## config.mk

```make
export PLATFORM = sky130hd
export DESIGN_NAME = instr_fetch_reg_flat
export DESIGN_NICKNAME = d
export VERILOG_FILES = /design/src/rtl/instr_fetch_reg_if.sv /design/src/rtl/instr_fetch_reg.sv /design/src/flat_wrapper.sv
export SDC_FILE = /design/constraint.sdc
export NUM_CORES = 1
export LEC_CHECK = 0
export ABC_AREA = 1
export CAP_MARGIN = 10
export CELL_PAD_IN_SITES_DETAIL_PLACEMENT = 1
export CELL_PAD_IN_SITES_GLOBAL_PLACEMENT = 1
export CORE_ASPECT_RATIO = 0.5
export CORE_MARGIN = 1
export CORE_UTILIZATION = 34
export DETAILED_ROUTE_END_ITERATION = 16
export PLACE_DENSITY = 0.89
export SETUP_SLACK_MARGIN = 0.4
export SYNTH_ARGS = -nofsm -noshare
export SYNTH_HDL_FRONTEND = slang
export SYNTH_SLANG_ARGS = --single-unit
```

## constraint.sdc

```tcl
create_clock -name CLK -period 3.85 [get_ports CLK]
set_clock_uncertainty 0.15 [all_clocks]
set_input_delay 0.77 -clock CLK [delete_from_list [all_inputs] [get_ports CLK]]
set_output_delay 0.77 -clock CLK [all_outputs]
set_load 0.1 [all_outputs]
```

## src/rtl/instr_fetch_reg_if.sv

```systemverilog
// Fetch-stage bus between the PC stage/decode and the instruction fetch register.
interface instr_fetch_reg_if #(
    parameter int IW = 9,
    parameter int AW = 8
);
    logic          Start;
    logic [AW-1:0] PC;
    logic          Stall;
    logic          Flush;
    logic [IW-1:0] Instr;
    logic [AW-1:0] Instr_PC;
    logic          Instr_Valid;
    logic          Done;
    logic [15:0]   Fetch_Count;

    modport master (
        output Start, PC, Stall, Flush,
        input  Instr, Instr_PC, Instr_Valid, Done, Fetch_Count
    );

    modport slave (
        input  Start, PC, Stall, Flush,
        output Instr, Instr_PC, Instr_Valid, Done, Fetch_Count
    );
endinterface

```

## src/rtl/instr_fetch_reg.sv

```systemverilog
// Instruction ROM plus fetch register with a 3-state run controller
// (start, stall hold, branch flush, HALT detection, issue counting).
module instr_fetch_reg #(
    parameter int                  IW        = 9,
    parameter int                  AW        = 8,
    parameter int                  DEPTH     = 256,
    parameter logic [IW-1:0]       NOP       = 9'h000,
    parameter logic [IW-1:0]       HALT_OP   = 9'h1FF,
    // Word i occupies bits [i*IW +: IW]; replaces the external ROM image file.
    parameter logic [DEPTH*IW-1:0] ROM_IMAGE = '0
) (
    input logic              CLK,
    input logic              Reset,
    instr_fetch_reg_if.slave bus
);
    typedef enum logic [1:0] {
        IDLE = 2'd0,
        RUN  = 2'd1,
        HALT = 2'd2
    } state_t;

    state_t        state_q, state_n;
    logic [IW-1:0] instr_q, instr_n;
    logic [AW-1:0] ipc_q, ipc_n;
    logic          valid_q, valid_n;
    logic          done_q, done_n;
    logic [15:0]   count_q, count_n;

    logic [IW-1:0] rom_word;
    logic          issue;
    int unsigned   addr;

    always_comb begin
        addr     = 32'(bus.PC);
        rom_word = NOP;
        if (addr < DEPTH) begin
            rom_word = ROM_IMAGE[addr*IW +: IW];
        end
    end

    assign issue = (state_q == RUN) && valid_q && !bus.Stall;

    always_comb begin
        state_n = state_q;
        instr_n = instr_q;
        ipc_n   = ipc_q;
        valid_n = valid_q;
        done_n  = done_q;
        count_n = count_q;

        if (bus.Start) begin
            state_n = RUN;
            instr_n = NOP;
            valid_n = 1'b0;
            done_n  = 1'b0;
            count_n = '0;
        end else begin
            unique case (state_q)
                IDLE: begin
                    valid_n = 1'b0;
                end
                RUN: begin
                    if (issue && count_q != 16'hFFFF) begin
                        count_n = count_q + 16'd1;
                    end
                    // An issuing HALT outranks flush/fetch: anything behind it is dropped.
                    if (issue && instr_q == HALT_OP) begin
                        state_n = HALT;
                        done_n  = 1'b1;
                        valid_n = 1'b0;
                        instr_n = NOP;
                    end else if (bus.Flush) begin
                        instr_n = NOP;
                        ipc_n   = bus.PC;
                        valid_n = 1'b0;
                    end else if (!bus.Stall) begin
                        instr_n = rom_word;
                        ipc_n   = bus.PC;
                        valid_n = 1'b1;
                    end
                end
                HALT: begin
                    valid_n = 1'b0;
                    done_n  = 1'b1;
                end
                default: begin
                    state_n = IDLE;
                    valid_n = 1'b0;
                end
            endcase
        end
    end

    always_ff @(posedge CLK) begin
        if (Reset) begin
            state_q <= IDLE;
            instr_q <= NOP;
            ipc_q   <= '0;
            valid_q <= 1'b0;
            done_q  <= 1'b0;
            count_q <= '0;
        end else begin
            state_q <= state_n;
            instr_q <= instr_n;
            ipc_q   <= ipc_n;
            valid_q <= valid_n;
            done_q  <= done_n;
            count_q <= count_n;
        end
    end

    assign bus.Instr       = instr_q;
    assign bus.Instr_PC    = ipc_q;
    assign bus.Instr_Valid = valid_q;
    assign bus.Done        = done_q;
    assign bus.Fetch_Count = count_q;
endmodule

```

## src/flat_wrapper.sv

```systemverilog
// flat-port wrapper written by rule: the top's interface ports become plain ports
module instr_fetch_reg_flat 
#(
    parameter int                  IW        = 9,
    parameter int                  AW        = 8,
    parameter int                  DEPTH     = 256,
    parameter logic [IW-1:0]       NOP       = 9'h000,
    parameter logic [IW-1:0]       HALT_OP   = 9'h1FF,
                                                                               
    parameter logic [DEPTH*IW-1:0] ROM_IMAGE = '0
)
  (CLK, Reset, bus_Start, bus_PC, bus_Stall, bus_Flush, bus_Instr, bus_Instr_PC, bus_Instr_Valid, bus_Done, bus_Fetch_Count);
  instr_fetch_reg_if #(.IW(IW), .AW(AW)) bus_i ();
  input logic CLK;
  input logic Reset;
  input wire logic [$bits(bus_i.Start)-1:0] bus_Start;
  input wire logic [$bits(bus_i.PC)-1:0] bus_PC;
  input wire logic [$bits(bus_i.Stall)-1:0] bus_Stall;
  input wire logic [$bits(bus_i.Flush)-1:0] bus_Flush;
  output wire logic [$bits(bus_i.Instr)-1:0] bus_Instr;
  output wire logic [$bits(bus_i.Instr_PC)-1:0] bus_Instr_PC;
  output wire logic [$bits(bus_i.Instr_Valid)-1:0] bus_Instr_Valid;
  output wire logic [$bits(bus_i.Done)-1:0] bus_Done;
  output wire logic [$bits(bus_i.Fetch_Count)-1:0] bus_Fetch_Count;
  assign bus_i.Start = bus_Start;
  assign bus_i.PC = bus_PC;
  assign bus_i.Stall = bus_Stall;
  assign bus_i.Flush = bus_Flush;
  assign bus_Instr = bus_i.Instr;
  assign bus_Instr_PC = bus_i.Instr_PC;
  assign bus_Instr_Valid = bus_i.Instr_Valid;
  assign bus_Done = bus_i.Done;
  assign bus_Fetch_Count = bus_i.Fetch_Count;
  instr_fetch_reg #(.IW(IW), .AW(AW), .DEPTH(DEPTH), .NOP(NOP), .HALT_OP(HALT_OP), .ROM_IMAGE(ROM_IMAGE)) u_core (.CLK(CLK), .Reset(Reset), .bus(bus_i));
endmodule
```

## After elaboration in Yosys (flattened, before gate mapping)

Cells that the tools add are included.

| storage, ports and cells | value |
|---|---|
| word-level logic and storage cells | 49 |
| register bits | 37 |
| output and inout port bits | 35 |

| cells by class | value |
|---|---|
| shifts and indexed selects | 1 |
| reduce and logical (&&, ||, !) cells | 16 |
| $mul | 1 |
| add/sub/neg operators | 1 |
| muxes and demuxes | 10 |
| bitwise logic cells | 4 |
| equality and inequality tests | 9 |

Operators by type and width:

| cell | number |
|---|---|
| variable part select 2304 x 13 -> 9 bit, first input constant | 1 |
| two-way mux 9 bit | 3 |
| adder 16 x 1 -> 16 bit, second input constant | 1 |
| two-way mux 8 bit | 2 |
| inequality test 16 bit, second input constant | 1 |
| multiplier 8 x 4 -> 12 bit, second input constant | 1 |
| AND reduction 2 bit | 5 |
| equality test 9 bit, second input constant | 1 |
| OR reduction 5 bit | 1 |
| logical AND 1 bit | 4 |
| inequality test 2 x 1 -> 1 bit, second input constant | 2 |
| NOT 1 bit | 4 |
| case mux 2 bit (2 select lines) | 1 |
| AND reduction 4 bit | 1 |
| OR reduction 2 bit | 2 |
| inequality test 3 x 1 -> 1 bit, second input constant | 1 |
| inequality test 3 bit, second input constant | 1 |
| equality test 2 x 1 -> 1 bit, second input constant | 1 |
| equality test 2 bit, second input constant | 1 |
| logical NOT 2 bit | 1 |
| two-way mux 1 bit | 2 |
| two-way mux 2 bit | 1 |
| inequality test 2 bit, second input constant | 1 |
| case mux 1 bit (2 select lines) | 1 |
| other kinds (2) | 2 |

## Longest topological paths before layout

| logic depth | value |
|---|---|
| depth after elaboration | 7 |
| depth in mapped cells | 9 |

## Worst setup path after synthesis

Ideal clock, no wire load.

| timing path | value |
|---|---|
| path type | register to register |
| start | reg u_core.count_q[0], in the netlist u_core.bus.Fetch_Count[0] |
| end | reg u_core.count_q[7], in the netlist u_core.bus.Fetch_Count[7] |
| clock period less this slack | 2,399 ps |
| arrival time | 2,117 ps |
| slack | 1,451 ps |
| stages on the path, launching flop included | 10 |
| path buffers | 1 |
| required time | 3,568 ps |
| cells stage by stage | dfxtp_1 -> ha_1 -> nand2_1 -> nor2_2 -> nand2_4 -> nor2_4 -> nor2_4 -> buf_6 -> nand2_1 -> a21oi_1 |

| between the ends | value |
|---|---|
| word-level cells in the longest chain between the ends | 3 |
| elaborated cells between the ends (all ways) | 4 |
| those cells by class | add/sub (1); eq/ne (1); reduce/logical (2) |

RTL lines:

| element | RTL line | text |
|---|---|---|
| from (decl) | instr_fetch_reg.sv:27 | `logic [15:0] count_q, count_n;` |
| from (signal assigned) | instr_fetch_reg.sv:108 | `count_q <= count_n;` |
| parallel branches: the longest is 3 deep, another holds adder 16 x 1 -> 16 bit | -- |  |

Several ways; the timed one is not identified.
A chain may end at the register's enable or synchronous reset.

## Worst setup path in the final report

| timing path | value |
|---|---|
| start | reg u_core.count_q[0], in the netlist u_core.bus.Fetch_Count[0] |
| end | out bus_Fetch_Count[0] |

RTL lines:

| element | RTL line | text |
|---|---|---|
| to (decl) | flat_wrapper.sv:24 | `output wire logic [$bits(bus_i.Fetch_Count)-1:0] bus_Fetch_Count;` |

No word-level cell between the ends.

==> out/qor.yml <==
floorplan:
  rows: 16
  design.die.area_sq_mm: 0.00463
  die_x_um: 95.2
  fp.dieH_um: 48.6
  io_pins: 48
  initial_core_util_pct: 36.7
  coreArea_sq_mm: 0.00402
cts:
  post_cts_buffers: 0
  postCtsHoldBufs: 0
  cts_sinks: 28
  cts_buffer_depth: 2
  clk_latency_ps: 290
  cts_tree: "built"
  clkTransAtPathRegs_ps: 100
  ctsResizeCount: 0
  cts_made_buffers: 3
  root_buffer: "clkbuf_8"
  htreeDepth: 1
worst_setup_path:
  max_stage_delay_ps: 1190
  critPathLaunchType: "flop"
  r2r-end: "u_core.bus.Fetch_Count[2]$_SDFFE_PP0P_"
  path_cells: "clkdlybuf4s50_1"
  critPathTopFamily: "buffers and inverters"
  arrival_ps: 1970
  crit_slowest_cell: "clkdlybuf4s50_1"
  ff2ff_path_depth: 7
  timing.rr.start: "u_core.bus.Fetch_Count[0]$_SDFFE_PP0P_"
  crit_type: "flop to output port"
  crit_required_ps: 2930
  end_kind: "output port"
  worst-path-buf-inv: 1
  crit_path_max_fanout: 7
  r2r_slack_ps: 1890
yosys:
  synthFlopType: "dfxtp_1"
  synth_top_family_by_area: "simple AND/OR/NAND/NOR gates"
  yosysUniqueCellTypes: 24
  synthSimpleGateAreaFrac_pct: 38.1
  synth_top_area_share_pct: 38.0
  synth_edf_count: 0
  synth.avg_cell_area_sq_um: 7.06
  ys_seq_elements: 28
  synth-xor-area-share_pct: 3.56
  synth-async-reset-ratio_pct: 0
  yosysSeqAreaShare_pct: 38.0
  syn_area_sq_mm: 0.00148
  synth_top_area_cell: "dfxtp_1"
  synth_common_cells: "47 x nand2_1, 39 x nor2_1, 28 x dfxtp_1, 20 x inv_1, 13 x nand3_1"
  synth-compound-area-share_pct: 8.64
  yosys-top-cells-area: "dfxtp_1 38%, nand2_1 12%, nor2_1 9.9%"
  synthMuxAreaShare_pct: 0
  syn_inst: 209
  synth_adder_area_share_pct: 0.847
  synth_most_common_cell: "nand2_1"
  ys_warn_count: 0
layout:
  fin_area_sq_mm: 0.00194
  num-nets-final: 263
  antenna_cells: 0
  layout-drive-gt1-share_pct: 8.47
  syn2layout_area_growth_pct: 31.6
  fin_util_pct: 48.3
  fill_cells: 511
timing:
  timing.final.crit_period_ps: 2890
  fin_crit_sh_pct: 75.1
  hold_viol_final: 0
  fmax_mhz: 346
  worst_slack_ps: 960
  rsz0062_at_grt: "false"
  fin_tns_setup_ps: 0
  setup_viol: 0
  max-slew-margin-rel_pct: 34.2
  drv_slew: 0
  tightestPinTransition_ps: 984
grt:
  grt_pass1_vias: 1498
  grt_overflow_total: 0
  antenna_found_initial: 0
  grt_pass1_wl_mm: 7.07
  grt_max_degree: 17
  grtUsageTotal_pct: 20.0
placement:
  pre_cts_slack_ps: 1260
  globalplace.congestion: 0.733
  place.port_buffers: 38
  dpl_cell_area_sq_mm: 0.00187
  hpwlAfterDp_mm: 3.14
drt:
  dr.pass1.iters: 5
  dr.first_iter.drc_count: 36
  drc: 0
  drt-total-wl_mm: 4.31
  vias_per_cell: 4.81
  antenna_left: 0
  num_vias: 1453
  wl_per_cell_um: 14.3
power_and_ir_drop:
  leakage_uw: 0.000730
  ir_drop_mv: 0.174
  power_uw: 657
  comb_power_share_pct: 17.8
  power_frac_clock_pct: 36.7
  netSwitchingFraction_pct: 30.2
  p_int_uw: 458
  p_per_area_mw_per_mm2: 338
  switchingPower_uw: 198
  power.share.sequential_pct: 45.5
flow_run:
  cap_violations: 0
hold_path:
  worstHoldStart: "u_core.bus.Done$_SDFFE_PP0P_"
  whs_path_depth: 2
  min_path_type: "flop to flop"
  min_to: "u_core.bus.Done$_SDFFE_PP0P_"
run_status:
  status: "finished, final reports clean"
## layer usage
metal | vias to the layer above | global-route usage (%) | share of wire [%]
li1 | 720 | - | -
met1 | 683 | 23.4 | 44
met2 | 40 | 36.3 | 50
met3 | 10 | 4.40 | 4.2
met4 | 0 | 5.81 | 1.9
met5 | - | 0 | 0
## state kept, by name, summed over array words and instances (netlist names)
signal,cells
u_core.bus.Fetch_Count,16
u_core.state_q,2
u_core.bus.Instr_Valid,1
u_core.bus.Instr_PC,8
u_core.bus.Done,1
## area by class of cell
class                           count  area, sq um  share of cell area [%]
Sequential cell                    28          561                    28.8
Timing Repair Buffer               38          380                    19.6
Clock inverter                      1         30.0                    1.55
Tap cell                           54         67.6                    3.48
Inverter                           20         75.1                    3.86
Multi-Input combinational cell    158          788                    40.6
Clock buffer                        3         41.3                    2.12
## cells by family (layout without fill, tap and decap cells)
family          Yosys count  after routing
other cells               1              9
simple gates            120            120
fa+ha+maj                 1              1
compound gates           22             22
buf+inv                  31             62
flops                    28             28
xor+xnor                  6              6
## placed cells by master, fill, tap and decap left out, types with 2 or more instances in the layout
master	count
nand3_1	13
nand2_4	2
dfxtp_1	28
nand2_1	47
nor2_4	4
conb_1	9
nor2_2	6
clkdlybuf4s50_1	38
a21oi_1	10
inv_1	20
nor2_1	39
xor2_1	5
o21ai_0	10
clkbuf_8	3
nand4_1	5
## power by group through the flow
stage | combinational [uW] | sequential (uW) | clock [uW]
final | 117 | 299 | 241
after global routing | 122 | 299 | 250
after CTS | 117 | 299 | 242
after detailed placement | 117 | 305 | 0
after global placement | 115 | 305 | 0
after floorplan | 60.3 | 341 | 0
## per-stage QoR
step	hold slack, ps	cells
floorplan	307	217
global placement	303	298
detailed placement	319	298
CTS	330	302
global route	346	302
finish	328	302
## how the worst max path moves through the flow
stage,startpoint,end,slack [ps],cells after the start
floorplan,u_core.bus.Fetch_Count[0]$_SDFFE_PP0P_,u_core.bus.Fetch_Count[7]$_SDFFE_PP0P_,1450,9
global placement,u_core.bus.Fetch_Count[0]$_SDFFE_PP0P_,bus_Fetch_Count[0],1290,1
detailed placement,bus_Start,u_core.bus.Fetch_Count[2]$_SDFFE_PP0P_,1260,4
CTS,u_core.bus.Fetch_Count[0]$_SDFFE_PP0P_,bus_Fetch_Count[0],950,1
global route,u_core.bus.Fetch_Count[0]$_SDFFE_PP0P_,bus_Fetch_Count[0],930,1
finish,u_core.bus.Fetch_Count[0]$_SDFFE_PP0P_,bus_Fetch_Count[0],960,1
(Power assumes the default switching activity.)
